File: src/rtl/seg_frame_decoder.sv
// seg_frame_decoder: recovers a 32-bit word from a multiplexed active-low 7-segment bus.
module seg_frame_decoder #(
  parameter int SETTLE = 4,
  parameter int TIMEOUT = 1000000
) (
  input  logic        clk,
  input  logic        rst,
  input  logic [7:0]  seg,
  input  logic [2:0]  which,
  output logic [31:0] value,
  output logic        frame_valid,
  output logic        frame_err,
  output logic [7:0]  err_digits,
  output logic        changed,
  output logic        stale,
  output logic [7:0]  seen
);
  localparam logic [1:0] SCAN = 2'd0, COMMIT = 2'd1, STALE = 2'd2;
  localparam int CW = $clog2(SETTLE + 1);
  localparam int TW = $clog2(TIMEOUT + 1);
  localparam logic [6:0] CODES [16] = '{7'h3F, 7'h06, 7'h5B, 7'h4F, 7'h66, 7'h6D, 7'h7D, 7'h07,
                                        7'h7F, 7'h6F, 7'h77, 7'h7C, 7'h39, 7'h5E, 7'h79, 7'h71};
  logic [10:0]   prev;
  logic [CW-1:0] cnt;
  logic [TW-1:0] tcnt;
  logic          captured;
  logic [31:0]   shadow;
  logic [7:0]    shadow_err;
  logic [1:0]    state;
  logic          eq, cap, bad;
  logic [3:0]    nib;
  logic [7:0]    seen_n;
  assign eq = {which, seg} == prev;
  // capture lands on the SETTLE-th identical sample: count is SETTLE-2 before this increment
  assign cap = eq && !captured && cnt == CW'(SETTLE - 2);
  assign seen_n = (state == COMMIT ? 8'h00 : seen) | (8'b1 << which);
  always_comb begin
    nib = 4'h0;
    bad = 1'b1;
    for (int i = 0; i < 16; i++)
      if (~seg[6:0] == CODES[i]) begin
        nib = 4'(i);
        bad = 1'b0;
      end
  end
  always_ff @(posedge clk) begin
    if (rst) begin
      prev        <= {3'd0, 8'hFF};
      cnt         <= '0;
      tcnt        <= '0;
      captured    <= 1'b0;
      shadow      <= '0;
      shadow_err  <= '0;
      state       <= SCAN;
      value       <= '0;
      frame_valid <= 1'b0;
      frame_err   <= 1'b0;
      err_digits  <= '0;
      changed     <= 1'b0;
      stale       <= 1'b0;
      seen        <= '0;
    end else begin
      prev        <= {which, seg};
      frame_valid <= 1'b0;
      changed     <= 1'b0;
      if (eq) cnt <= cnt == CW'(SETTLE) ? cnt : cnt + 1'b1;
      else begin
        cnt      <= '0;
        captured <= 1'b0;
      end
      tcnt <= cap ? '0 : tcnt == TW'(TIMEOUT) ? tcnt : tcnt + 1'b1;
      if (state == COMMIT) begin
        value       <= shadow;
        err_digits  <= shadow_err;
        frame_err   <= |shadow_err;
        frame_valid <= 1'b1;
        changed     <= shadow != value;
        seen        <= '0;
      end
      if (cap) begin
        captured                   <= 1'b1;
        shadow[{which, 2'b00} +: 4] <= nib;
        shadow_err[which]          <= bad;
        seen                       <= seen_n;
        stale                      <= 1'b0;
        state                      <= seen_n == 8'hFF ? COMMIT : SCAN;
      end else if (tcnt == TW'(TIMEOUT - 1)) begin
        state      <= STALE;
        stale      <= 1'b1;
        seen       <= '0;
        shadow     <= '0;
        shadow_err <= '0;
      end else if (state == COMMIT) state <= SCAN;
    end
  end
endmodule

File: config.mk
export PLATFORM = sky130hd
export DESIGN_NAME = seg_frame_decoder
export DESIGN_NICKNAME = d
export VERILOG_FILES = /design/src/rtl/seg_frame_decoder.sv
export SDC_FILE = /design/constraint.sdc
export NUM_CORES = 1
export LEC_CHECK = 0
export BUFFER_PORTS_ARGS = -buffer_cell sky130_fd_sc_hd__buf_4
export CORE_MARGIN = 3
export CORE_UTILIZATION = 55
export CTS_CLUSTER_DIAMETER = 150
export DETAILED_ROUTE_END_ITERATION = 12
export MAX_ROUTING_LAYER = met4
export PLACE_DENSITY_LB_ADDON = 0.2
export SLEW_MARGIN = 20
export SYNTH_ARGS = -nofsm -noshare
export SYNTH_HDL_FRONTEND = slang
export SYNTH_SLANG_ARGS = --single-unit
File: constraint.sdc
create_clock -name clk -period 3.2 [get_ports clk]
set_input_delay 0.32 -clock clk [delete_from_list [all_inputs] [get_ports clk]]
set_output_delay 0.32 -clock clk [all_outputs]
set_load 0.05 [all_outputs]
==> results of run 1 <==
## per-stage QoR
| step | std cells | power, W | util, % | worst slack (ns) |
|---|---|---|---|---|
| 6_report | 860 | 0.003654 | 68.78 | 0.5955 |
| 5_1_grt | 860 | 0.003763 | 68.78 | 0.3272 |
| 4_1_cts | 860 | 0.003671 | 68.78 | 0.6378 |
| 3_5_place_dp | 828 | 0.001825 | 63.07 | 0.6980 |
| 3_3_place_gp | 828 | 0.001819 | 63.07 | 0.8361 |
| 2_1_floorplan | 662 | 0.001780 | - | 1.126 |
## power groups by stage
stage	clock, W	combinational, W	sequential [W]
2_1_floorplan	0	0.000122	0.00166
3_3_place_gp	0	0.000160	0.00166
3_5_place_dp	0	0.000166	0.00166
4_1_cts	0.00188	0.000169	0.00162
5_1_grt	0.00195	0.000189	0.00162
6_report	0.00186	0.000170	0.00162
## layout make-up
| type | instances | area share (%) |
|---|---|---|
| Sequential cell | 129 | 37.38 |
| Tap cell | 133 | 2.409 |
| Clock inverter | 13 | 1.974 |
| Timing Repair Buffer | 68 | 7.425 |
| Multi-Input combinational cell | 488 | 44.02 |
| Clock buffer | 18 | 6.193 |
| Inverter | 11 | 0.5976 |
## metal layers
layer  vias to the layer above  wire (microns)  GRT usage [%]
li1                       2422               -              -
met1                      2390            6518          33.71
met2                       164            6918          41.84
met3                        16             793          4.737
met4                         0             170          7.665
met5                         -               0              -
## logic make-up (layout without fill, tap and decap cells)
kind of cell	count (synthesis)	in the layout	synth area share (%)
compound gates	132	132	15.76
mux	3	3	0.5376
flops	129	129	44.39
xor+xnor	63	63	9.484
buf+inv	45	110	3.376
fa+ha+maj	11	11	2.366
simple gates	279	279	24.09
## worst max-delay path, delay by kind of cell, from the launching register on
kind | cells | cell delay (ns)
and+or+nand+nor | 4 | 1.23
adders and majority gates | 1 | 0.17
DFF | 1 | 0.34
AOI/OAI and AO/OA | 2 | 0.70
buffers and inverters | 1 | 0.11
## path summary, 6_finish.rpt
path | from | to | cells after the start
max | cnt[0]$_SDFFE_PP0P_ | seen[2]$_SDFF_PP0_ | 8
min | seg[4] | prev[4]$_SDFF_PP1_ | 2
max reg2reg | cnt[0]$_SDFFE_PP0P_ | seen[2]$_SDFF_PP0_ | 8
min reg2reg | err_digits[7]$_SDFFE_PP0P_ | err_digits[7]$_SDFFE_PP0P_ | 2
## flip-flops by register name (all words and copies together) (netlist names), 2 cells and up
| name | flops |
|---|---|
| tcnt | 20 |
| shadow | 32 |
| err_digits | 8 |
| shadow_err | 8 |
| prev | 11 |
| state | 2 |
| seen | 8 |
| value | 32 |
| cnt | 3 |
## Yosys cell counts (all sizes together) (2+ instances only)
| cell type | n | area, sq um |
|---|---|---|
| nor4 | 12 | 115.1 |
| nor4b | 4 | 41.29 |
| and3 | 8 | 50.05 |
| ha | 11 | 137.6 |
| mux2i | 2 | 20.02 |
| o41a | 4 | 45.04 |
| clkbuf | 17 | 63.81 |
| a21oi | 58 | 301.5 |
| dfxtp | 129 | 2582 |
| nand2 | 111 | 419.2 |
| or2 | 12 | 75.07 |
| a21o | 5 | 37.54 |
| a31oi | 4 | 25.02 |
| a22o | 28 | 245.2 |
| o211ai | 9 | 67.56 |
| nor3b | 2 | 20.02 |
| o31ai | 7 | 52.55 |
| nand3 | 26 | 130.1 |
| nand2b | 3 | 18.77 |
| nor2 | 53 | 198.9 |
| nand4 | 15 | 100.1 |
| and2 | 8 | 50.05 |
| o21ai | 5 | 25.02 |
| a211oi | 2 | 20.02 |
| inv | 11 | 41.29 |
| xor2 | 24 | 210.2 |
| and3b | 2 | 17.52 |
| xnor2 | 39 | 341.6 |
| buf | 17 | 91.33 |
| o41ai | 2 | 25.03 |
| nor3 | 10 | 61.31 |
| nor2b | 4 | 25.02 |
| nand3b | 2 | 15.01 |
| and4 | 2 | 17.52 |
| nand4b | 2 | 17.52 |
==> impl_metrics.toml, run 1 <==
[status]
outcome = "finished clean"

[clock_tree]
postCtsSetupBuffers = 0
clock_latency_ns = 0.52
cts_max_level = 4
clock-root-buffer = "clkbuf_8"
cts_tree = "done"
clk_path_buf_depth = 2
ctsHoldBuffers = 1
clk_pin_slew_ns = 0.06
cts_buffers = 17
cts_sinks = 129
cts_resized = 0

[sta]
finalHoldViolations = 0
maxSlewHeadroom_pct = 50.19
final.setup.tns_ns = 0
worst_pin_slew_ns = 0.7453
rsz0062_at_grt = "no"
hold_slack_ns = 0.1140
setup_viol = 0
clock.fmax_mhz = 384.0
drv_slew = 0
finClkSkew_ns = 0.006971
period_share_pct = 81.39
period_needed_ns = 2.604

[worst_setup_path]
worstSetupPathType = "reg2reg"
r2r_setup_slack_ns = 0.60
worstPathArrival_ns = 3.07
crit_path_start_kind = "register"
path_cells = "inv_1 -> ha_1 -> nor3b_2 -> nor3b_1 -> nand4_1 -> a21oi_4 -> and2_1 -> a22o_1"
cp_slowest_cell = "a21oi_4"
slowest_delay_ns = 0.50
critPathMaxFanout = 18
cp.required_ns = 3.66
end_kind = "register"

[power]
p_leak_nw = 2.583
pwr-share-seq_pct = 44.4
p_sw_share_pct = 23.50
pwr-share-clk_pct = 50.9
ir_drop_uv = 338.7
switching_power_w = 0.0008586
comb_power_share_pct = 4.7
intPower_w = 0.002795
power_density_nw_per_um2 = 528.9

[layout]
area_growth_pct = 18.75
drive_gt1_share_pct = 17.06
antenna_cells = 0
final_common_cell = "dfxtp_1"
nNetsFinal = 739
final_cell_mix = "129 x dfxtp_1, 110 x nand2_1, 67 x buf_4, 57 x a21oi_1, 53 x nor2_1"
regArea_sq_um = 2582
fin_area_sq_um = 6909
multi_input_area_sq_um = 3042
nFillCells = 809

[floorplan]
die_x_microns = 108.9
die_area_sq_um = 11850
rows = 36
io_pins = 65
start_util_pct = 57.92
core-area_sq_um = 10040
die_h_microns = 108.9

[synthesis]
yosys_register_bits = 129
ys_seq_area_share_pct = 44.39
synth_edf_count = 0
syn-cell-area_sq_um = 5818
syn_avg_cell_area_sq_um = 8.789
yosys_warnings = 0
yosysUniqueCellTypes = 62
synthFlopType = "dfxtp_1"
syn_inst = 662
syn_nets = 686
synthArstFlopShare_pct = 0

[hold_path]
hold_class = "in2reg"

[global_routing]
grt_pass1_vias = 4808
grt_max_degree = 48
grt_usage_pct = 26.04
antenna_found_initial = 0
overflow = 0
grt_pass1_wl_microns = 23580

[route]
ant_nets = 0
drc = 0
wl_per_cell_microns = 16.74
wl_microns = 14400
drtIter0Drc = 328
drt-vias-per-instance = 5.805
via_count = 4992
drtPass1Iterations = 7

[run]
drv_cap = 0

[place]
gp_congestion = 0.8597
place_area_sq_um = 6335
port_buffers = 64
dp_hpwl_microns = 9841
No activity file was read; power rests on OpenSTA's default activity.
==> run 2: changes to the inputs <==
--- a/config.mk
+++ b/config.mk
@@ -7,7 +7,7 @@
 export LEC_CHECK = 0
 export BUFFER_PORTS_ARGS = -buffer_cell sky130_fd_sc_hd__buf_4
 export CORE_MARGIN = 3
-export CORE_UTILIZATION = 55
+export CORE_UTILIZATION = 53
 export CTS_CLUSTER_DIAMETER = 150
 export DETAILED_ROUTE_END_ITERATION = 12
 export MAX_ROUTING_LAYER = met4
==> constraint.sdc (replaced) <==
create_clock -name clk -period 2.3 [get_ports clk]
set_input_delay 0.23 -clock clk [delete_from_list [all_inputs] [get_ports clk]]
set_output_delay 0.23 -clock clk [all_outputs]
set_load 0.05 [all_outputs]
==> run 2 against run 1 <==
Net effect: core utilization up 0.081 points; non-clock buffer count up 19; highest routed layer unchanged; register-to-register slack worse by 0.44 ns; die area up 3.6%.
==> impl_metrics.toml, run 2 (synthesis gave the netlist of run 1 again) <==
[clock_tree]
clock-root-buffer = "clkbuf_8"
cts_max_level = 4
cts_buffers = 17
clock_latency_ns = 0.53
cts_sinks = 129
clk_pin_slew_ns = 0.06
cts_tree = "done"
clk_path_buf_depth = 2

[worst_setup_path]
path_cells = "inv_2 -> ha_4 -> nor3b_4 -> buf_4 -> nor4b_2 -> nand4_1 -> buf_4 -> o41a_1 -> a22o_1"
critPathMaxFanout = 7
crit_top_cell = "buf_4"
cp_slowest_cell = "o41a_1"
crit_path_start_kind = "register"
worstSetupPathType = "reg2reg"
cp.required_ns = 2.72
critical_path_buf_inv_count = 3
slowest_delay_ns = 0.37
worstPathArrival_ns = 2.56
cpLargestDelayFamily = "compound AO/OA/AOI/OAI gates"
end_kind = "register"

[sta]
finClkSkew_ns = 0.006304
worst_pin_slew_ns = 0.7325
period_share_pct = 93.10
setup_viol = 0
maxSlewHeadroom_pct = 50.63
period_needed_ns = 2.141
clock.fmax_mhz = 467.0
drv_slew = 0
worst_slack_ns = 0.1587
finalHoldViolations = 0

[power]
ir_drop_uv = 515.9
finalPower_w = 0.005581
comb_power_share_pct = 4.6
intPower_w = 0.004412
p_leak_nw = 2.735
p_sw_share_pct = 20.94
pwr-share-clk_pct = 54.9
pwr-share-seq_pct = 40.5
switching_power_w = 0.001169
power_density_nw_per_um2 = 771.2

[layout]
antenna_cells = 0
area_growth_pct = 24.39
final_cell_mix = "127 x dfxtp_1, 110 x nand2_1, 82 x buf_4, 57 x a21oi_1, 53 x nor2_1"
final_common_cell = "dfxtp_1"
nFillCells = 804
nNetsFinal = 758
drive_gt1_share_pct = 19.95
largestRegisters = "shadow (32), value (32), tcnt (20)"

[route]
drc = 0
via_count = 5032
ant_nets = 0
drt-vias-per-instance = 5.699
wl_microns = 14350
drtPass1Iterations = 5
drtIter0Drc = 359
wl_per_cell_microns = 16.25

[global_routing]
overflow = 0
grt_pass1_vias = 4641
grt_pass1_wl_microns = 23750
grt_usage_pct = 24.38
grt_max_degree = 43
antenna_found_initial = 0

[floorplan]
start_util_pct = 55.36
io_pins = 65
die_h_microns = 110.8
rows = 37
core-area_sq_um = 10510
die_area_sq_um = 12270
die_x_microns = 110.8

[status]
outcome = "finished clean"

[place]
dp_hpwl_microns = 9956
port_buffers = 64
dp_slack_ns = -0.01320
gp_congestion = 0.8534

[hold_path]
hold_class = "in2reg"

[run]
drv_cap = 0
-- run 2: what timing repair did --
action,in CTS,in global routing
hold endpoints to repair,3,0
setup buffers,2,2
pin swaps,1,4
gates resized for setup,0,13
setup endpoints to repair,8,48
hold buffers,3,0
-- run 2: per-stage QoR --
stage / TNS, ns / std cells / utilization (%) / hold slack (ns) / area (sq um)
after floorplan: 0 / 662 / - / 0.3366 / 5818
after global placement: 0 / 844 / 61.36 / 0.4381 / 6449
after detailed placement: -0.01320 / 844 / 61.36 / 0.4466 / 6449
after CTS: 0 / 881 / 68.28 / 0.001909 / 7176
after global routing: -0.1410 / 883 / 68.87 / 0.02118 / 7237
final: 0 / 883 / 68.87 / 0.02861 / 7237
-- run 2: worst register-to-register path, delay by kind of cell, from the launching register on --
kind / cells / cell delay [ns]
buffers and inverters: 3 / 0.42
adder cells (fa/ha/maj): 1 / 0.14
AND/OR/NAND/NOR: 3 / 0.49
flip-flops: 1 / 0.35
AO/OA/AOI/OAI: 2 / 0.63
-- run 2: power by group through the flow --
stage | sequential (W) | combinational (W) | clock [W]
6_report | 0.00226 | 0.000258 | 0.00307
5_1_grt | 0.00226 | 0.000286 | 0.00320
4_1_cts | 0.00226 | 0.000252 | 0.00311
3_5_place_dp | 0.00231 | 0.000244 | 0
3_3_place_gp | 0.00231 | 0.000237 | 0
2_1_floorplan | 0.00231 | 0.000170 | 0
-- run 2: cell type report --
class | count | area (sq um) | share of cell area [%]
clock inverter | 12 | 226.5 | 3.129
clock buffer | 20 | 455.4 | 6.293
multi-input combinational | 488 | 3079 | 42.55
inverter | 11 | 41.29 | 0.5705
tap | 136 | 170.2 | 2.351
timing repair buffer | 87 | 676.9 | 9.353
sequential | 129 | 2587 | 35.75
-- run 2: metal layers --
metal / track usage [%] / vias up / routed length, microns
met3: 5.459 / 25 / 853
met5: - / - / 0
met4: 7.964 / 0 / 218
met1: 32.33 / 2369 / 6489
met2: 37.10 / 176 / 6787
li1: - / 2462 / -
-- run 2: final timing paths --
path                                    from                          to  slack, ns  cells after the start
setup / recovery         cnt[0]$_SDFFE_PP0P_     shadow[31]$_SDFFE_PP0P_       0.16                      9
hold / removal                        seg[2]          prev[2]$_SDFF_PP1_       0.03                      2
setup reg to reg         cnt[0]$_SDFFE_PP0P_     shadow[31]$_SDFFE_PP0P_       0.16                      9
hold reg to reg   err_digits[6]$_SDFFE_PP0P_  err_digits[6]$_SDFFE_PP0P_       0.46                      2
